## config.mk

```make
export PLATFORM = sky130hd
export DESIGN_NAME = mem_port_arbiter
export DESIGN_NICKNAME = d
export VERILOG_FILES = /design/src/rtl/mem_arb_pkg.sv /design/src/rtl/mem_lane_align.sv /design/src/rtl/mem_port_arbiter.sv
export SDC_FILE = /design/constraint.sdc
export NUM_CORES = 1
export LEC_CHECK = 0
export CORE_MARGIN = 2
export CORE_UTILIZATION = 43
export DETAILED_ROUTE_END_ITERATION = 12
export HOLD_SLACK_MARGIN = 0.12
export PLACE_DENSITY_LB_ADDON = 0.12
export SETUP_SLACK_MARGIN = 0.3
export SLEW_MARGIN = 30
export SYNTH_ARGS = -nofsm -noshare
export SYNTH_HDL_FRONTEND = slang
export SYNTH_SLANG_ARGS = --single-unit
```

## constraint.sdc

```tcl
create_clock -name clk_i -period 2.4 [get_ports clk_i]
set_input_delay 0.48 -clock clk_i [delete_from_list [all_inputs] [get_ports clk_i]]
set_output_delay 0.48 -clock clk_i [all_outputs]
set_load 0.02 [all_outputs]
```

## src/rtl/mem_arb_pkg.sv

```systemverilog
// Shared constants and FSM state type for the memory port arbiter.
package mem_arb_pkg;

  localparam logic [1:0] SIZE_BYTE = 2'd0;
  localparam logic [1:0] SIZE_HALF = 2'd1;
  localparam logic [1:0] SIZE_WORD = 2'd2;

  typedef enum logic [1:0] {
    IDLE    = 2'd0,
    IFETCH  = 2'd1,
    DACCESS = 2'd2
  } arb_state_e;

endpackage

```

## src/rtl/mem_lane_align.sv

```systemverilog
// Combinational byte-lane steering: byte enables and replicated store data by access size.
module mem_lane_align
  import mem_arb_pkg::*;
(
  input  logic [1:0]  size_i,
  input  logic [1:0]  addr_lo_i,
  input  logic [31:0] wdata_i,
  output logic [3:0]  be_o,
  output logic [31:0] wdata_o
);

  always_comb begin
    be_o    = 4'b1111;
    wdata_o = wdata_i;
    case (size_i)
      SIZE_BYTE: begin
        be_o    = 4'b0001 << addr_lo_i;
        wdata_o = {4{wdata_i[7:0]}};
      end
      SIZE_HALF: begin
        be_o    = 4'b0011 << {addr_lo_i[1], 1'b0};
        wdata_o = {2{wdata_i[15:0]}};
      end
      default: begin
        be_o    = 4'b1111;
        wdata_o = wdata_i;
      end
    endcase
  end

endmodule

```

## src/rtl/mem_port_arbiter.sv

```systemverilog
// Two-requester (fetch/data) single-port memory arbiter with fetch anti-starvation.
// Optional memory timeout enabled by defining MEM_ARB_TIMEOUT_EN.
module mem_port_arbiter
  import mem_arb_pkg::*;
#(
  parameter int STARVE_LIMIT   = 4,
  parameter int TIMEOUT_CYCLES = 255
) (
  input  logic        clk_i,
  input  logic        reset_i,
  input  logic        i_req_i,
  input  logic [31:0] i_addr_i,
  output logic [31:0] i_rdata_o,
  output logic        i_ack_o,
  input  logic        d_rd_i,
  input  logic        d_wr_i,
  input  logic [31:0] d_addr_i,
  input  logic [31:0] d_wdata_i,
  input  logic [1:0]  d_size_i,
  output logic [31:0] d_rdata_o,
  output logic        d_ack_o,
  output logic        m_req_o,
  output logic        m_we_o,
  output logic [31:0] m_addr_o,
  output logic [31:0] m_wdata_o,
  output logic [3:0]  m_be_o,
  input  logic [31:0] m_rdata_i,
  input  logic        m_ack_i,
  output logic        err_o
);

  localparam int SW = $clog2(STARVE_LIMIT + 1);

  arb_state_e    state_q;
  logic [SW-1:0] starve_q, starve_d;
  logic          m_req_q, m_we_q, i_ack_q, d_ack_q;
  logic [31:0]   m_addr_q, m_wdata_q, i_rdata_q, d_rdata_q;
  logic [3:0]    m_be_q;
  logic [3:0]    al_be;
  logic [31:0]   al_wdata;
  logic          d_req, fetch_starved, tmo_hit;

  mem_lane_align u_align (
    .size_i   (d_size_i),
    .addr_lo_i(d_addr_i[1:0]),
    .wdata_i  (d_wdata_i),
    .be_o     (al_be),
    .wdata_o  (al_wdata)
  );

  assign d_req         = d_rd_i | d_wr_i;
  assign fetch_starved = i_req_i && (starve_q == SW'(STARVE_LIMIT));
  assign starve_d      = (starve_q == SW'(STARVE_LIMIT)) ? starve_q : starve_q + 1'b1;

`ifdef MEM_ARB_TIMEOUT_EN
  localparam int TW = $clog2(TIMEOUT_CYCLES + 1);
  logic [TW-1:0] tmo_q;
  logic          err_q;

  assign tmo_hit = !m_ack_i && (tmo_q == TW'(TIMEOUT_CYCLES - 1));
  assign err_o   = err_q;

  always_ff @(posedge clk_i) begin
    if (reset_i || !m_req_q || m_ack_i || tmo_hit) tmo_q <= '0;
    else                                           tmo_q <= tmo_q + 1'b1;
  end
`else
  wire unused_tmo = (TIMEOUT_CYCLES == 0);
  assign tmo_hit = 1'b0;
  assign err_o   = 1'b0;
`endif

  always_ff @(posedge clk_i) begin
    if (reset_i) begin
      state_q   <= IDLE;
      starve_q  <= '0;
      m_req_q   <= 1'b0;
      m_we_q    <= 1'b0;
      m_addr_q  <= '0;
      m_wdata_q <= '0;
      m_be_q    <= '0;
      i_ack_q   <= 1'b0;
      d_ack_q   <= 1'b0;
      i_rdata_q <= '0;
      d_rdata_q <= '0;
`ifdef MEM_ARB_TIMEOUT_EN
      err_q     <= 1'b0;
`endif
    end else begin
      i_ack_q   <= 1'b0;
      d_ack_q   <= 1'b0;
      i_rdata_q <= '0;
      d_rdata_q <= '0;
`ifdef MEM_ARB_TIMEOUT_EN
      err_q     <= 1'b0;
`endif
      case (state_q)
        IDLE: begin
          if (d_req && !fetch_starved) begin
            state_q   <= DACCESS;
            m_req_q   <= 1'b1;
            m_we_q    <= d_wr_i;
            m_addr_q  <= d_addr_i;
            m_wdata_q <= al_wdata;
            m_be_q    <= al_be;
            if (i_req_i) starve_q <= starve_d;
          end else if (i_req_i) begin
            state_q   <= IFETCH;
            m_req_q   <= 1'b1;
            m_we_q    <= 1'b0;
            m_addr_q  <= i_addr_i;
            m_wdata_q <= '0;
            m_be_q    <= 4'b1111;
            starve_q  <= '0;
          end
        end
        IFETCH, DACCESS: begin
          // A timeout completes the access like an ack but returns zero data.
          if (m_ack_i || tmo_hit) begin
            state_q <= IDLE;
            m_req_q <= 1'b0;
            if (state_q == IFETCH) begin
              i_ack_q   <= 1'b1;
              i_rdata_q <= m_ack_i ? m_rdata_i : '0;
            end else begin
              d_ack_q   <= 1'b1;
              d_rdata_q <= (m_ack_i && !m_we_q) ? m_rdata_i : '0;
            end
`ifdef MEM_ARB_TIMEOUT_EN
            err_q <= !m_ack_i;
`endif
          end
        end
        default: state_q <= IDLE;
      endcase
    end
  end

  assign m_req_o   = m_req_q;
  assign m_we_o    = m_we_q;
  assign m_addr_o  = m_addr_q;
  assign m_wdata_o = m_wdata_q;
  assign m_be_o    = m_be_q;
  assign i_ack_o   = i_ack_q;
  assign i_rdata_o = i_rdata_q;
  assign d_ack_o   = d_ack_q;
  assign d_rdata_o = d_rdata_q;

endmodule

```

==> run_results.csv, run 1 <==
group,metric,value,unit
clock_network,htreeDepth,4,
detailed_routing,wl,16820,um
yosys,synth_edf_count,0,
yosys,yosysSeqAreaShare,53.04,%
critical_path,crit_family,"buffers and inverters",
detailed_routing,dr.first_iter.drc_count,354,
grt,grtUsageTotal,24.67,%
grt,grt-ovfl-total,0,
critical_path,cp-end-kind,"output port",
critical_path,start_kind,"flop",
pwr,max-vdd-ir-drop,0.4582,mV
place,dp_hpwl,11980,um
yosys,synth-warning-count,0,
final_layout,nFillCells,892,
floorplanning,die_area,13280,sq um
clock_network,clk_pin_slew,0.06,ns
run_status,status,"completed",
clock_network,clkSinkCount,141,
pwr,internal-power,4772,uW
yosys,syn_area,5321,sq um
critical_path,cp_num_cells,1,
pwr,p_sw,1873,uW
critical_path,cp_num_buf_inv,1,
yosys,synthTopCellsByArea,"dfxtp_1, a21oi_1, a211oi_1",
grt,grt_start_max_net_pins,52,
final_layout,stdcell_area,8828,sq um
sta,finalCriticalPeriod,1.905,ns
critical_path,r2r_setup_slack,0.56,ns
sta,post-route-period-util,79.36,%
detailed_routing,antenna_left,0,
detailed_routing,first_pass_iters,4,
place,io_buffer_count,271,
detailed_routing,routedWlPerCell,16.63,um
yosys,synth-seq-cells,141,
clock_network,postCtsHoldBufs,0,
pwr,switching_share,28.19,%
critical_path,critical_path_arrival,1.42,ns
yosys,synth.distinct_cells,36,
sta,tightest_slew,0.5470,ns
critical_path,rr_worst_depth,7,
grt,grt_pass1_wl,25670,um
yosys,synthArstFlopShare,0,%
sta,finalHoldViolations,0,
job,drv_cap,0,
critical_path,reg2reg_to,"m_wdata_o[10]$_SDFFE_PP0P_",
sta,setup_tns,0,ns
critical_path,r2r_start,"starve_q[0]$_SDFFE_PP0P_",
place,place_area,8235,sq um
critical_path,worstPathMaxFanout,3,
clock_network,numCtsBuffers,17,
floorplanning,die_h,115.2,um
detailed_routing,drc,0,
grt,antenna_found_initial,2,
critical_path,slowest_stage,"clkdlybuf4s50_1",
critical_path,cpPeakStageDelay,0.64,ns
yosys,syn_nets,710,
place,post-place-ws,0.1408,ns
place,place.gp.congestion,0.7831,
sta,slew_headroom,63.53,%
detailed_routing,vias,5138,
sta,rsz0062_at_grt,"no",
yosys,avgSynthCellArea,9.352,sq um
sta,slew_violations,0,
final_layout,drive_gt1_share,9.750,%
critical_path,critical_path_required,1.92,ns
yosys,synth_top_cell_by_area,"dfxtp_1",
pwr,p_seq_share,39.2,%
yosys,yosysMostFrequentCell,"dfxtp_1",
grt,grt_pass1_vias,5148,
detailed_routing,routed_via_density,5.082,
clock_network,cts_setup_buffers,0,
pwr,p_leak,0.003504,uW
sta,setup_viol,0,
worst_hold_path,min_path_type,"flop to flop",
final_layout,syn2layout_area_growth,65.91,%
floorplanning,std_cell_rows,40,
pwr,pwr-share-clk,39.2,%
critical_path,worstPathCellList,"clkdlybuf4s50_1",
yosys,syn_inst,569,
clock_network,cts_root_buf,"clkbuf_16",
final_layout,post-route-util,73.20,%
critical_path,crit_path_start,"m_we_o$_SDFFE_PP0P_",
sta,fin_skew,0.005193,ns
critical_path,worstSetupPathType,"flop to output port",
yosys,netlist.area_leader.share,53.04,%
floorplanning,die_w,115.2,um
pwr,comb_power_share,21.6,%
sta,max_freq,525.0,MHz
sta,worst_slack,0.4954,ns
clock_network,clk_path_buf_depth,2,
clock_network,tritoncts,"built",
sta,whs,0.4546,ns
pwr,powerDensity,752.7,nW/um^2
floorplanning,io_pins,273,
floorplanning,core-area,12060,sq um
clock_network,cts_resized,0,
yosys,synthFlopType,"dfxtp_1",
floorplanning,start_util,44.12,%
yosys,yosys-top-cells-count,"dfxtp_1, nand2_1, a21oi_1, nor2_1",
critical_path,cp-endpoint,"m_we_o",
final_layout,layout.nets,970,
clock_network,clk_latency,0.42,ns
==> final cells by class <==
| type | instances | area (sq um) | share of cell area, % |
|---|---|---|---|
| multi-input combinational | 375 | 2278 | 25.81 |
| timing repair buffer | 289 | 2905 | 32.91 |
| sequential | 141 | 2823 | 31.97 |
| clock buffer | 17 | 425.4 | 4.819 |
| inverter | 5 | 18.77 | 0.2126 |
| antenna | 2 | 5.005 | 0.05669 |
| clock inverter | 14 | 162.7 | 1.842 |
| tap | 168 | 210.2 | 2.381 |
==> how the worst min path moves through the flow <==
stage / from / to / slack, ns / cells past startpoint
final: m_wdata_o[16]$_SDFFE_PP0P_ / m_wdata_o[16]$_SDFFE_PP0P_ / 0.45 / 2
after global routing: m_wdata_o[19]$_SDFFE_PP0P_ / m_wdata_o[19]$_SDFFE_PP0P_ / 0.48 / 2
after floorplan: starve_q[1]$_SDFFE_PP0P_ / starve_q[1]$_SDFFE_PP0P_ / 0.45 / 2
after CTS: m_wdata_o[16]$_SDFFE_PP0P_ / m_wdata_o[16]$_SDFFE_PP0P_ / 0.45 / 2
after global placement: m_wdata_o[16]$_SDFFE_PP0P_ / m_wdata_o[16]$_SDFFE_PP0P_ / 0.44 / 2
after detailed placement: m_wdata_o[17]$_SDFFE_PP0P_ / m_wdata_o[17]$_SDFFE_PP0P_ / 0.44 / 2
==> metrics by stage <==
step | std cells | total power [uW]
after floorplan | 569 | 3343
after global placement | 978 | 4055
after detailed placement | 978 | 4086
after CTS | 1009 | 6687
after global routing | 1011 | 6897
final | 1011 | 6645
==> kinds of logic (layout without fill, tap and decap cells) <==
| group | after synthesis | count (layout) | synth area share, % |
|---|---|---|---|
| compound gates | 121 | 121 | 15.68 |
| fa+ha+maj | 5 | 5 | 1.176 |
| buf+inv | 53 | 325 | 4.467 |
| flops | 141 | 141 | 53.04 |
| mux | 19 | 19 | 3.950 |
| other cells | 1 | 3 | 0.07047 |
| simple gates | 229 | 229 | 21.61 |
==> layout by cell type (no fill, tap or decap), types with 5 or more instances in the layout <==
master,n
clkdlybuf4s50_1,270
dfxtp_1,141
nand2_1,64
a21oi_1,58
nor2_1,45
and3_1,33
a211oi_1,33
and2_1,32
nand3_1,23
clkbuf_16,17
mux2_2,16
buf_4,13
nor2b_1,11
nand3b_1,10
o41ai_2,8
o21ai_0,6
clkinv_4,6
inv_1,5
ha_1,5
buf_12,5
==> registers in the layout, indices dropped and copies added (netlist names), 2 cells and up <==
name,count
d_rdata_o,32
i_rdata_o,32
m_addr_o,32
m_be_o,4
m_wdata_o,32
starve_q,3
state_q,2
==> routing by layer <==
| layer | track usage (%) | vias to the layer above | share of wire (%) |
|---|---|---|---|
| met1 | 28.56 | 2421 | 40 |
| met3 | 5.904 | 26 | 6.8 |
| met4 | 10.92 | 0 | 1.9 |
| met2 | 43.33 | 206 | 51 |
| li1 | - | 2485 | - |
| met5 | 0 | - | 0 |
==> power by group through the flow <==
stage / clock (uW) / combinational, uW / sequential, uW
after floorplan: 0 / 498 / 2850
after global placement: 0 / 1410 / 2650
after detailed placement: 0 / 1430 / 2650
after CTS: 2640 / 1440 / 2600
after global routing: 2730 / 1550 / 2620
final: 2610 / 1440 / 2600
Note: power is estimated with default switching activity, not from simulation.
==> run 2, diff against run 1 <==
--- a/config.mk
+++ b/config.mk
@@ -6,7 +6,7 @@
 export NUM_CORES = 1
 export LEC_CHECK = 0
 export CORE_MARGIN = 2
-export CORE_UTILIZATION = 43
+export CORE_UTILIZATION = 36
 export DETAILED_ROUTE_END_ITERATION = 12
 export HOLD_SLACK_MARGIN = 0.12
 export PLACE_DENSITY_LB_ADDON = 0.12
==> constraint.sdc (replaced) <==
create_clock -name clk_i -period 1.75 [get_ports clk_i]
set_input_delay 0.35 -clock clk_i [delete_from_list [all_inputs] [get_ports clk_i]]
set_output_delay 0.35 -clock clk_i [all_outputs]
set_load 0.02 [all_outputs]
==> run_results.csv, run 2 (synthesized netlist as in run 1, its figures left out) <==
group,metric,value,unit
clock_network,tritoncts,"built",
critical_path,worstSetupPathType,"flop to flop",
sta,setup_viol,0,
final_layout,nFillCells,1042,
place,io_buffer_count,271,
clock_network,cts_root_buf,"clkbuf_16",
grt,grt_pass1_wl,29230,um
sta,slew_headroom,62.72,%
final_layout,layout_commonest_cell,"dfxtp_1",
sta,rsz0062_at_grt,"yes",
critical_path,critical_path_required,2.07,ns
worst_hold_path,min_path_type,"input port to flop",
final_layout,drive_gt1_share,34.95,%
critical_path,r2r_start,"state_q[0]$_SDFFE_PP0P_",
clock_network,clk_latency,0.42,ns
critical_path,worstPathMaxFanout,6,
critical_path,rr_worst_depth,9,
floorplanning,die_h,125.6,um
sta,post-route-period-util,87.78,%
clock_network,numCtsBuffers,17,
critical_path,crit_path_start,"state_q[0]$_SDFFE_PP0P_",
sta,tightest_slew,0.5593,ns
sta,finalHoldViolations,0,
final_layout,layout.nets,1035,
floorplanning,std_cell_rows,44,
floorplanning,core-area,14480,sq um
clock_network,clkSinkCount,141,
critical_path,start_kind,"flop",
worst_hold_path,whs_path_depth,3,
job,drv_cap,0,
clock_network,clk_path_buf_depth,2,
final_layout,stdcell_area,10350,sq um
sta,fin_skew,0.006505,ns
final_layout,layout.cells.most_common_list,"dfxtp_1, clkdlybuf4s50_1, nand2_1",
final_layout,fin_cells,1092,
sta,finalCriticalPeriod,1.536,ns
detailed_routing,antenna_left,0,
place,place_area,8386,sq um
place,placed_cells,1009,
critical_path,critical_path_arrival,1.86,ns
grt,grt_start_max_net_pins,40,
sta,slew_violations,0,
grt,grt_pass1_vias,5578,
floorplanning,io_pins,273,
detailed_routing,wl,20430,um
worst_hold_path,min_to,"m_wdata_o[7]$_SDFFE_PP0P_",
clock_network,htreeDepth,4,
grt,grtUsageTotal,23.56,%
place,dp_hpwl,12420,um
sta,max_freq,651.0,MHz
floorplanning,die_w,125.6,um
critical_path,reg2reg_to,"m_be_o[3]$_SDFFE_PP0P_",
detailed_routing,drc,0,
clock_network,postCtsHoldBufs,0,
run_status,status,"completed",
detailed_routing,first_pass_iters,7,
grt,antenna_found_initial,1,
floorplanning,start_util,36.75,%
detailed_routing,routed_via_density,5.064,
critical_path,cp-end-kind,"flop",
place,place.gp.congestion,0.8131,
worst_hold_path,hp-start,"reset_i",
detailed_routing,routedWlPerCell,18.71,um
critical_path,r2r_setup_slack,0.21,ns
detailed_routing,dr.first_iter.drc_count,282,
final_layout,post-route-util,71.49,%
final_layout,syn2layout_area_growth,94.52,%
pwr,powerDensity,974.7,nW/um^2
pwr,p_leak,0.004461,uW
grt,grt-ovfl-total,0,
floorplanning,die_area,15770,sq um
pwr,max-vdd-ir-drop,0.8164,mV
detailed_routing,vias,5530,
clock_network,clk_pin_slew,0.06,ns
[run 2: changes by cell type in the layout (fill, tap and decap cells not counted), sizes merged, moves of 2 or more]
cell and delta:
inv -2, clkdlybuf4s50 -139, buf +60, dlygate4sd2 +55, clkdlybuf4s15 +51, clkbuf +40
[run 2: final cells by class]
class / instances / area, sq um / area share [%]
Antenna cell: 1 / 2.502 / 0.02417
Clock buffer: 19 / 442.9 / 4.279
Clock inverter: 13 / 165.2 / 1.596
Inverter: 5 / 21.27 / 0.2055
Multi-Input combinational cell: 375 / 2964 / 28.64
Sequential cell: 141 / 2830 / 27.34
Tap cell: 184 / 230.2 / 2.224
Timing Repair Buffer: 354 / 3695 / 35.69
[run 2: per-stage QoR]
step	total power (uW)	hold slack (ns)	worst slack, ns	TNS [ns]
3_5_place_dp	5665	0.4490	-0.3263	-15.67
4_1_cts	9688	0.3650	0.2032	0
3_3_place_gp	5617	0.4413	-0.2248	-11.14
5_1_grt	10440	0.4263	0.1466	0
6_report	10090	0.4178	0.2138	0
2_1_floorplan	4590	0.4486	0.3045	0
[run 2: where the power goes]
part / switching, uW / internal, uW
clock: 1390 / 2290
sequential: 149 / 3450
combinational: 1380 / 1440
[run 2: routing by layer]
metal  share of wire (%)  global-route usage [%]  routed length [um]
met1                  39                   26.14                8001
met5                   0                       0                   0
met4                 2.5                   10.07                 509
met3                 6.9                   7.531                1410
met2                  51                   41.40               10510
[run 2: worst max path at each step]
stage / to / slack, ns / cells after the start
2_1_floorplan: m_addr_o[10]$_SDFFE_PP0P_ / 0.30 / 8
3_3_place_gp: m_addr_o[22]$_SDFFE_PP0P_ / -0.22 / 6
3_5_place_dp: m_addr_o[17]$_SDFFE_PP0P_ / -0.33 / 6
4_1_cts: m_be_o[3]$_SDFFE_PP0P_ / 0.20 / 9
5_1_grt: m_be_o[3]$_SDFFE_PP0P_ / 0.15 / 9
6_report: m_be_o[3]$_SDFFE_PP0P_ / 0.21 / 9
[run 2: timing repair]
action,CTS,global route
buffers inserted,24,10
gates cloned,9,7
pin swaps,33,57
setup endpoints to repair,274,158
resized for setup,281,198
[run 2: worst max-delay path, cell delays in order, from the launching register on]
cell,delay (ns)
dfxtp_4,0.35
inv_4,0.05
ha_4,0.14
nor2b_4,0.18
buf_6,0.11
buf_6,0.09
buf_6,0.09
buf_12,0.12
nor2_4,0.03
a311oi_2,0.25
